### src/rtl/drive_cmd_gen.sv
// drive_cmd_gen: command source for the motor UART transmitter.
// Turns four direction key levels and two speed pulses into a debounced
// 4-bit motion code and a saturating 4-bit speed level. The command is
// offered over a valid/ready handshake, and the current command is re-offered
// periodically as a heartbeat.
//
// Ports:
//   clk          system clock
//   rst          synchronous active-high reset
//   key_w/a/s/d  direction key levels (already synchronised)
//   spd_up/dn    single-cycle speed step pulses
//   ready        downstream can accept a command
//   move_cmd     committed motion code (8 = stop)
//   speed_level  committed speed level (1..SPEED_MAX)
//   valid        command offered; outputs are frozen while high
module drive_cmd_gen #(
    parameter int unsigned STABLE_CYCLES  = 500_000,
    parameter int unsigned REFRESH_CYCLES = 5_000_000,
    parameter int unsigned SPEED_INIT     = 5,
    parameter int unsigned SPEED_MAX      = 9
) (
    input  logic       clk,
    input  logic       rst,
    input  logic       key_w,
    input  logic       key_a,
    input  logic       key_s,
    input  logic       key_d,
    input  logic       spd_up,
    input  logic       spd_dn,
    input  logic       ready,
    output logic [3:0] move_cmd,
    output logic [3:0] speed_level,
    output logic       valid
);

    localparam int CNT_W = (STABLE_CYCLES > 0) ? $clog2(STABLE_CYCLES + 1) : 1;
    localparam int REF_W = (REFRESH_CYCLES > 1) ? $clog2(REFRESH_CYCLES) : 1;

    localparam logic [CNT_W-1:0] CNT_MAX  = CNT_W'(STABLE_CYCLES);
    localparam logic [REF_W-1:0] REF_LAST = REF_W'(REFRESH_CYCLES - 1);
    localparam logic [3:0]       SPD_MAX  = 4'(SPEED_MAX);
    localparam logic [3:0]       SPD_INIT = 4'(SPEED_INIT);
    localparam logic [3:0]       CMD_STOP = 4'd8;

    localparam logic [0:0] IDLE = 1'b0;
    localparam logic [0:0] PEND = 1'b1;

    logic [3:0]       dec;
    logic [3:0]       cand_q, cand_d;
    logic [CNT_W-1:0] cnt_q, cnt_d;
    logic [3:0]       spd_q, spd_d;
    logic [0:0]       state_q, state_d;
    logic [REF_W-1:0] ref_q, ref_d;
    logic [3:0]       move_q, move_d;
    logic [3:0]       lvl_q, lvl_d;
    logic             valid_q, valid_d;
    logic             stable;

    // Key decode: anything outside the eight legal combinations means stop.
    always_comb begin
        case ({key_w, key_a, key_s, key_d})
            4'b1000: dec = 4'd0;
            4'b1100: dec = 4'd1;
            4'b1001: dec = 4'd2;
            4'b0010: dec = 4'd3;
            4'b0100: dec = 4'd4;
            4'b0001: dec = 4'd5;
            4'b0110: dec = 4'd6;
            4'b0011: dec = 4'd7;
            default: dec = CMD_STOP;
        endcase
    end

    assign stable = (cnt_q == CNT_MAX);

    // Stability filter: any change of the decoded pattern restarts the count;
    // the count saturates once the candidate is stable.
    always_comb begin
        cand_d = cand_q;
        cnt_d  = cnt_q;
        if (dec != cand_q) begin
            cand_d = dec;
            cnt_d  = '0;
        end else if (cnt_q != CNT_MAX) begin
            cnt_d = cnt_q + 1'b1;
        end
    end

    // Speed runs in every state so changes made during a stall are queued.
    always_comb begin
        spd_d = spd_q;
        if (spd_up && !spd_dn)
            spd_d = (spd_q >= SPD_MAX) ? SPD_MAX : spd_q + 4'd1;
        else if (spd_dn && !spd_up)
            spd_d = (spd_q <= 4'd1) ? 4'd1 : spd_q - 4'd1;
    end

    // Offer FSM: a real change takes priority over the heartbeat; the
    // refresh counter only runs while idle.
    always_comb begin
        state_d = state_q;
        ref_d   = ref_q;
        move_d  = move_q;
        lvl_d   = lvl_q;
        valid_d = valid_q;
        case (state_q)
            IDLE: begin
                if (stable && ((cand_q != move_q) || (spd_q != lvl_q))) begin
                    move_d  = cand_q;
                    lvl_d   = spd_q;
                    valid_d = 1'b1;
                    ref_d   = '0;
                    state_d = PEND;
                end else if (ref_q == REF_LAST) begin
                    valid_d = 1'b1;
                    ref_d   = '0;
                    state_d = PEND;
                end else begin
                    ref_d = ref_q + 1'b1;
                end
            end
            PEND: begin
                if (ready) begin
                    valid_d = 1'b0;
                    ref_d   = '0;
                    state_d = IDLE;
                end
            end
            default: begin
                valid_d = 1'b0;
                ref_d   = '0;
                state_d = IDLE;
            end
        endcase
    end

    always_ff @(posedge clk) begin
        if (rst) begin
            cand_q  <= CMD_STOP;
            cnt_q   <= '0;
            spd_q   <= SPD_INIT;
            state_q <= IDLE;
            ref_q   <= '0;
            move_q  <= CMD_STOP;
            lvl_q   <= SPD_INIT;
            valid_q <= 1'b0;
        end else begin
            cand_q  <= cand_d;
            cnt_q   <= cnt_d;
            spd_q   <= spd_d;
            state_q <= state_d;
            ref_q   <= ref_d;
            move_q  <= move_d;
            lvl_q   <= lvl_d;
            valid_q <= valid_d;
        end
    end

    assign move_cmd    = move_q;
    assign speed_level = lvl_q;
    assign valid       = valid_q;

endmodule

### config.mk
export PLATFORM = sky130hd
export DESIGN_NAME = drive_cmd_gen
export DESIGN_NICKNAME = d
export VERILOG_FILES = /design/src/rtl/drive_cmd_gen.sv
export SDC_FILE = /design/constraint.sdc
export NUM_CORES = 1
export LEC_CHECK = 0
export CORE_MARGIN = 1.5
export CORE_UTILIZATION = 64
export DETAILED_ROUTE_END_ITERATION = 8
export PLACE_DENSITY_LB_ADDON = 0.12
export SKIP_CTS_REPAIR_TIMING = 1
export SLEW_MARGIN = 30
export SYNTH_ARGS = -nofsm -noshare
export SYNTH_HDL_FRONTEND = slang
export SYNTH_SLANG_ARGS = --single-unit
export TNS_END_PERCENT = 100
### constraint.sdc
create_clock -name clk -period 3.07 [get_ports clk]
set_input_delay 0.614 -clock clk [delete_from_list [all_inputs] [get_ports clk]]
set_output_delay 0.614 -clock clk [all_outputs]
set_load 0.1 [all_outputs]
==> flow_metrics.py, run 1 <==
metrics = {
    "placed_design": {
        "placed_area_um2": 3350,
        "port_buffers": 17,
        "gp_congestion": 0.876,
        "dpl.cell_count": 430,
        "dp_hpwl_um": 4340,
    },
    "floorplanning": {
        "initial_utilization_pct": 67.1,
        "die_width_um": 73.6,
        "rows": 25,
        "die-height_um": 73.6,
        "io_pins": 18,
        "dieArea_um2": 5420,
        "core_um2": 4750,
    },
    "global_route": {
        "overflow": 0,
        "grt_pass1_wl_um": 11200,
        "grt_pass1_vias": 2441,
        "grtUsageTotal_pct": 27.0,
        "antenna_found_initial": 0,
        "grt_max_degree": 34,
    },
    "sta": {
        "fmax_mhz": 408,
        "final-hold-violation-count": 0,
        "tns_ps": 0,
        "min_period_over_period_pct": 79.8,
        "fin_skew_ps": 7.42,
        "max_slew.worst_pin.slew_ps": 820,
        "period_needed_ps": 2450,
        "max-slew-margin-rel_pct": 45.3,
        "slew_viol_final": 0,
        "setup_viol": 0,
        "rsz0062_at_grt": "false",
    },
    "worst_setup_path": {
        "rr_worst_depth": 5,
        "cp-start-kind": "input pin",
        "rrSetupSlack_ps": 870,
        "worstPathRequired_ps": 3330,
        "arrival_ps": 2710,
        "end_kind": "flip-flop",
        "endpoint": "cnt_q[1]",
        "r2r-start": "cnt_q[2]",
        "startpoint": "key_w",
        "timing.rr.end": "speed_level[0]",
        "crit_type": "input pin to flip-flop",
        "path_max_fanout": 19,
    },
    "finish": {
        "nFillCells": 346,
        "multi_input_area_um2": 1850,
        "final_cell_mix": "60 x dfxtp_1, 42 x nor2_1, 35 x xnor2_1, 27 x nor3_1, 20 x nand2_1",
        "regArea_um2": 1200,
        "layout-drive-gt1-share_pct": 10.3,
        "antenna_cells": 0,
        "syn2layout_area_growth_pct": 12.9,
        "final_common_cell": "dfxtp_1",
        "final-instance-count-excl-fill": 446,
        "finalNetCount": 390,
        "final_util_pct": 75.7,
        "final_cell_area_um2": 3600,
    },
    "yosys": {
        "synth_top_family_by_area": "simple AND/OR/NAND/NOR gates",
        "synth_nets": 377,
        "yosys.area_share.simple_pct": 28.2,
        "yosys_most_used_dff": "dfxtp_1",
        "muxShareOfSynthArea_pct": 4.75,
        "synth_edf_count": 0,
        "synth_area_um2": 3190,
        "synth_cell_types": 58,
        "avgSynthCellArea_um2": 8.83,
        "synth_compound_area_share_pct": 9.53,
        "ys_ff_latch": 60,
        "yosys.area_share.adder_pct": 2.75,
        "ys_warn_count": 0,
        "synthArstFlopShare_pct": 0,
        "syn_inst": 361,
        "synth_xor_area_share_pct": 12.6,
        "seq_area_frac_synth_pct": 37.7,
    },
    "cts": {
        "cts_buffers": 9,
        "cts_tree": "done",
        "h-tree-depth": 3,
        "root_buffer": "clkbuf_8",
        "clk_path_buf_depth": 2,
        "clkLatencyLatePin_ps": 330,
        "clkSlewWorstSetupHoldPaths_ps": 70,
        "cts_sinks": 60,
    },
    "status": {
        "outcome": "complete, no violations",
    },
    "detailed_routing": {
        "drt-initial-drc-count": 149,
        "vias": 2628,
        "wl_per_cell_um": 14.6,
        "viasPerCell": 5.89,
        "drc": 0,
        "wl_um": 6520,
        "firstDrtPassIters": 4,
        "ant_nets": 0,
    },
    "flow_run": {
        "cap_violations": 0,
    },
    "min_path": {
        "hold_path_class": "flip-flop to flip-flop",
        "hold_depth": 2,
    },
    "pwr": {
        "power.total_mw": 1.83,
        "power.leakage_nw": 1.15,
        "cellPowerDensity_nw_per_um2": 509,
        "irDropWorstVdd_v": 0.000442,
    },
}
[layer usage]
metal | global-route usage (%) | vias up | wire length [um]
li1 | - | 1316 | -
met1 | 34.4 | 1234 | 2930
met2 | 43.9 | 68 | 3170
met3 | 5.08 | 10 | 320
met4 | 13.2 | 0 | 89
met5 | 0 | - | 0
[worst min-delay path by stage]
| stage | from | slack (ps) | to |
|---|---|---|---|
| floorplan | cnt_q[17] | 480 | cnt_q[17] |
| global placement | valid | 450 | valid |
| detailed placement | valid | 460 | valid |
| CTS | valid | 470 | valid |
| global route | valid | 510 | valid |
| finish | valid | 470 | valid |
[layout make-up]
cell class,count,share of cell area (%)
clock buffer,12,4.31
clock inverter,4,2.64
inverter,17,1.77
multi-input combinational,268,51.3
sequential,60,33.4
tap,67,2.33
timing repair buffer,18,4.31
[Yosys cell counts (3+ instances only)]
library cell,number,area (um2)
dfxtp_1,60,1200
nor2_1,42,158
xnor2_1,35,307
nor3_1,27,135
nand2_1,20,75.1
inv_1,17,63.8
nand4_1,16,100
mux2i_1,14,140
nand3_1,13,65.1
xor2_1,11,96.3
clkbuf_1,10,37.5
nor4_1,8,50.1
ha_1,7,87.6
a21oi_1,6,30.0
and4_1,6,52.6
and2_1,5,31.3
o21ai_0,5,25.0
a41oi_1,4,35.0
buf_2,3,15.0
nand4b_1,3,26.3
nor3b_1,3,22.5
[through the flow]
| step | worst slack [ps] | hold slack [ps] |
|---|---|---|
| final | 620 | 469 |
| after global placement | 420 | 452 |
| after global routing | 409 | 512 |
| after CTS | 610 | 473 |
| after floorplan | 966 | 485 |
| after detailed placement | 266 | 457 |
[registers in the layout, summed over array words and instances (netlist names)]
register / count
cnt_q: 19
speed_level: 4
state_q: 1
cand_q: 4
ref_q: 23
spd_q: 4
move_cmd: 4
valid: 1
[power breakdown]
group,total [mW],internal [mW],switching [mW],leakage (nW)
sequential,0.813,0.791,0.0220,0.485
combinational,0.124,0.0545,0.0699,0.539
clock,0.894,0.583,0.311,0.127
total,1.83,1.43,0.403,1.15
[worst max-delay path, stage by stage]
cell and delay [ps]:
clkdlybuf4s50_1 560, nor4_1 470, o21ai_0 140, a31oi_1 210
o2111ai_2 470, nor2_1 230
[logic make-up after synthesis]
kind of cell | Yosys count
and+or+nand+nor | 163
xor gates and xnor gates | 46
buffers and inverters | 33
adders and majority gates | 7
muxes | 15
DFF | 60
AOI/OAI and AO/OA | 37
(Power assumes the default switching activity.)
==> inputs of run 2 (changes only) <==
CORE_UTILIZATION = 54   (was 64)
clock period = 2.15 ns   (was 3.07 ns; I/O delays follow)
==> run 2 against run 1 <==
Net effect:
- critical path depth stayed put
- register-to-register slack worse by 750 ps
- worst hold slack better by 1.7 ps
- combinational power is 64% higher
- clock skew is 2.9 ps lower
- flip-flop and latch count stayed put
- setup slack worse by 500 ps
- global-route usage is 3.6 points lower
- design area is 2.6% higher
- core utilization is 9.9 points lower
- largest power group is now sequential cells
- highest routed layer unchanged
==> flow_metrics.py, run 2 (same netlist as run 1, synthesis figures left out) <==
metrics = {
    "status": {
        "outcome": "complete, no violations",
    },
    "min_path": {
        "hold_path_class": "flip-flop to flip-flop",
        "hold_depth": 2,
        "worstHoldEndpoint": "valid",
        "holdCritStartpoint": "valid",
    },
    "detailed_routing": {
        "wl_per_cell_um": 13.8,
        "drc": 0,
        "wl_um": 6490,
        "viasPerCell": 5.57,
        "firstDrtPassIters": 4,
        "ant_nets": 0,
        "drt-initial-drc-count": 97,
        "vias": 2619,
    },
    "sta": {
        "whs_ps": 471,
        "max-slew-margin-rel_pct": 58.1,
        "fmax_mhz": 494,
        "setup_viol": 0,
        "rsz0062_at_grt": "false",
        "tns_ps": 0,
        "min_period_over_period_pct": 94.2,
        "fin_skew_ps": 4.49,
        "period_needed_ps": 2030,
        "final-hold-violation-count": 0,
        "slew_viol_final": 0,
        "layout_setup_ws_ps": 124,
        "max_slew.worst_pin.slew_ps": 623,
    },
    "pwr": {
        "irDropWorstVdd_v": 0.000404,
        "cellPowerDensity_nw_per_um2": 621,
        "power.total_mw": 2.29,
        "power.leakage_nw": 1.21,
    },
    "worst_setup_path": {
        "crit_type": "flip-flop to flip-flop",
        "arrival_ps": 2250,
        "timing.rr.end": "spd_q[2]",
        "cpMaxStageDelayCell": "o21ai_0",
        "r2r-start": "spd_q[0]",
        "end_kind": "flip-flop",
        "worstPathRequired_ps": 2380,
        "path_max_fanout": 4,
        "rrSetupSlack_ps": 120,
        "cp-start-kind": "flip-flop",
        "cpPeakStageDelay_ps": 460,
        "worstPathCellList": "inv_1 > ha_1 > nor3b_1 > o21ai_0 > o221ai_1 > a221o_1",
        "rr_worst_depth": 6,
    },
    "placed_design": {
        "port_buffers": 17,
        "dp_hpwl_um": 4580,
        "post-place-ws_ps": -92.8,
        "gp_congestion": 0.854,
    },
    "finish": {
        "largest_register_ffs": 23,
        "largest-register": "ref_q",
        "finalNetCount": 409,
        "reg_top3": "ref_q (23), cnt_q (19)",
        "antenna_cells": 0,
        "syn2layout_area_growth_pct": 15.8,
        "final_cell_mix": "60 x dfxtp_1, 42 x nor2_1, 35 x xnor2_1, 28 x buf_4, 27 x nor3_1",
        "layout-drive-gt1-share_pct": 14.1,
        "final_common_cell": "dfxtp_1",
        "nFillCells": 488,
    },
    "cts": {
        "cts_tree": "done",
        "root_buffer": "clkbuf_8",
        "clkLatencyLatePin_ps": 340,
        "clkSlewWorstSetupHoldPaths_ps": 60,
        "clk_path_buf_depth": 2,
        "cts_sinks": 60,
        "h-tree-depth": 3,
        "cts_buffers": 9,
    },
    "global_route": {
        "grt_pass1_vias": 2531,
        "grt_pass1_wl_um": 11600,
        "grtUsageTotal_pct": 23.4,
        "antenna_found_initial": 0,
        "grt_max_degree": 22,
        "overflow": 0,
    },
    "floorplanning": {
        "core_um2": 5610,
        "die-height_um": 79.9,
        "die_width_um": 79.9,
        "rows": 27,
        "io_pins": 18,
        "initial_utilization_pct": 56.9,
        "dieArea_um2": 6380,
    },
    "flow_run": {
        "cap_violations": 0,
    },
}
run 2: worst max path at each step:
stage | to | depth (start not counted) | startpoint
2_1_floorplan | speed_level[0] | 6 | speed_level[1]
3_3_place_gp | cnt_q[8] | 8 | key_d
3_5_place_dp | cnt_q[0] | 7 | key_d
4_1_cts | speed_level[0] | 6 | cnt_q[10]
5_1_grt | move_cmd[3] | 6 | cnt_q[10]
6_report | spd_q[2] | 6 | spd_q[0]
run 2: worst max-delay path, delay by kind of cell (launching register included):
kind,cells,cell delay [ps]
compound gates,3,1060
fa+ha+maj,1,240
buf+inv,1,80
flops,1,390
simple gates,1,150
run 2: per-layer routing:
layer / routed length [um] / track usage (%) / share of wire (%) / vias up
li1: - / - / - / 1351
met1: 3200 / 30.7 / 49 / 1228
met2: 2980 / 36.7 / 46 / 28
met3: 183 / 4.80 / 2.8 / 12
met4: 121 / 11.4 / 1.9 / 0
met5: 0 / 0 / 0 / -
run 2: power breakdown:
| part | switching, mW | leakage, nW | internal [mW] |
|---|---|---|---|
| combinational | 0.109 | 0.633 | 0.0939 |
| sequential | 0.0251 | 0.485 | 1.13 |
| clock | 0.423 | 0.0937 | 0.513 |
run 2: metrics by stage:
stage | instances | util [%] | cell area (um2)
floorplan | 361 | - | 3190
global placement | 454 | 62.6 | 3510
detailed placement | 454 | 62.6 | 3510
CTS | 470 | 65.8 | 3690
global route | 470 | 65.8 | 3690
finish | 470 | 65.8 | 3690
run 2: area by class of cell:
type	count	area, um2	area share (%)
Clock buffer	15	176	4.78
Tap cell	72	90.1	2.44
Clock inverter	1	5.00	0.136
Sequential cell	60	1200	32.5
Timing Repair Buffer	37	310	8.40
Multi-Input combinational cell	268	1850	50.0
Inverter	17	63.8	1.73
==> inputs of run 3 (changes only) <==
CORE_UTILIZATION = 57   (was 54)
DONT_BUFFER_PORTS = 1   (was default)
==> run 3 against run 2 <==
Net effect:
- flip-flop and latch count unchanged
- sequential share of layout area up 1.1 points
- die area down 5.1%
- core utilization down 0.23 points
==> flow_metrics.py, run 3 (same netlist as run 1, synthesis figures left out) <==
metrics = {
    "global_route": {
        "grt-busiest-layer": "met2",
        "grt_max_degree": 35,
        "antenna_found_initial": 0,
        "grt_util_met1_pct": 27.2,
        "grtUsageTotal_pct": 23.7,
        "grt_util_met3_pct": 8.24,
        "met2_usage_pct": 41.0,
        "overflow": 0,
        "grt_pass1_wl_um": 11300,
        "grt_pass1_vias": 2544,
    },
    "finish": {
        "nFillCells": 486,
        "syn2layout_area_growth_pct": 11.9,
        "largest-register": "ref_q",
        "multi_input_area_um2": 1850,
        "regArea_um2": 1200,
        "finalNetCount": 391,
        "layout-drive-gt1-share_pct": 12.6,
        "final_cell_mix": "60 x dfxtp_1, 42 x nor2_1, 35 x xnor2_1, 27 x nor3_1, 20 x nand2_1",
        "reg_top3": "ref_q (23), cnt_q (19)",
        "final_common_cell": "dfxtp_1",
        "antenna_cells": 0,
        "final_cell_area_um2": 3570,
        "largest_register_ffs": 23,
    },
    "sta": {
        "period_needed_ps": 1920,
        "max_slew.worst_pin.slew_ps": 498,
        "setup_viol": 0,
        "min_period_over_period_pct": 89.1,
        "slew_viol_final": 0,
        "final-hold-violation-count": 0,
        "whs_ps": 159,
        "layout_setup_ws_ps": 235,
        "tns_ps": 0,
        "rsz0062_at_grt": "false",
        "max-slew-margin-rel_pct": 66.8,
        "fmax_mhz": 522,
        "fin_skew_ps": 10.2,
    },
    "floorplanning": {
        "initial_utilization_pct": 58.6,
        "rows": 27,
        "dieArea_um2": 6050,
        "core_um2": 5440,
        "die_width_um": 77.8,
        "io_pins": 18,
        "die-height_um": 77.8,
    },
    "detailed_routing": {
        "firstDrtPassIters": 4,
        "drc": 0,
        "ant_nets": 0,
        "wl_um": 6370,
        "viasPerCell": 5.71,
        "drt-initial-drc-count": 79,
        "vias": 2579,
        "wl_per_cell_um": 14.1,
    },
    "worst_setup_path": {
        "cpPeakStageDelay_ps": 530,
        "arrival_ps": 2140,
        "crit_buf_inv": 1,
        "worstPathRequired_ps": 2380,
        "path_max_fanout": 8,
        "worstPathCellList": "or4_4 > nor3_4 > o2111a_1 > buf_4 > mux2i_1 > nand2_1",
        "rrSetupSlack_ps": 230,
        "r2r-start": "cnt_q[10]",
        "rr_worst_depth": 6,
        "cp-start-kind": "flip-flop",
        "timing.rr.end": "speed_level[0]",
        "end_kind": "flip-flop",
        "crit_type": "flip-flop to flip-flop",
        "cpMaxStageDelayCell": "or4_4",
        "path_delay_family": "simple AND/OR/NAND/NOR gates",
    },
    "cts": {
        "root_buffer": "clkbuf_8",
        "clkLatencyLatePin_ps": 340,
        "h-tree-depth": 3,
        "cts_sinks": 60,
        "clk_path_buf_depth": 2,
        "cts_buffers": 9,
        "cts_tree": "done",
        "clkSlewWorstSetupHoldPaths_ps": 70,
    },
    "pwr": {
        "cellPowerDensity_nw_per_um2": 666,
        "power.leakage_nw": 1.15,
        "irDropWorstVdd_v": 0.000679,
    },
    "placed_design": {
        "post-place-ws_ps": 226,
        "dp_hpwl_um": 4440,
        "port_buffers": 0,
        "placed_area_um2": 3360,
        "gp_congestion": 0.873,
    },
    "flow_run": {
        "cap_violations": 0,
    },
    "min_path": {
        "hold_depth": 1,
        "holdCritStartpoint": "rst",
        "worstHoldEndpoint": "move_cmd[1]",
        "hold_path_class": "input pin to flip-flop",
    },
    "status": {
        "outcome": "complete, no violations",
    },
}
## run 3: cell types whose count changed in the layout (fill, tap and decap cells not counted), sizes merged
cell	before	now
clkinv	1	2
clkdlybuf4s50	8	0
buf	29	19
clkbuf	15	13
bufinv	0	1
## run 3: power by group
group / internal (mW) / switching, mW / total [mW]
logic: 0.0761 / 0.0828 / 0.159
clock network: 0.631 / 0.431 / 1.06
registers: 1.13 / 0.0249 / 1.16
## run 3: routing by layer
layer	vias up	wire length, um
met4	0	55
met3	6	227
met5	-	0
met1	1226	2930
li1	1314	-
met2	33	3160
## run 3: worst max-delay path by stage
stage,startpoint,end,cells past startpoint
floorplan,speed_level[1],speed_level[0],6
global placement,cnt_q[10],speed_level[0],6
detailed placement,cnt_q[10],move_cmd[3],6
CTS,cnt_q[10],speed_level[2],6
global route,cnt_q[10],speed_level[0],6
finish,cnt_q[10],speed_level[0],6
## run 3: through the flow
step | util (%) | total power, mW | cells
2_1_floorplan | - | 1.31 | 361
3_3_place_gp | 61.7 | 1.33 | 436
3_5_place_dp | 61.7 | 1.34 | 436
4_1_cts | 65.6 | 2.42 | 452
5_1_grt | 65.6 | 2.49 | 452
6_report | 65.6 | 2.38 | 452
## run 3: final cells by class
class                   count  area share, %
clock buffers              13           4.73
clock inverters             3           1.23
inverters                  17           1.79
multi-input cells         268           51.7
flip-flops and latches     60           33.7
well taps                  72           2.52
repair buffers             19           4.35
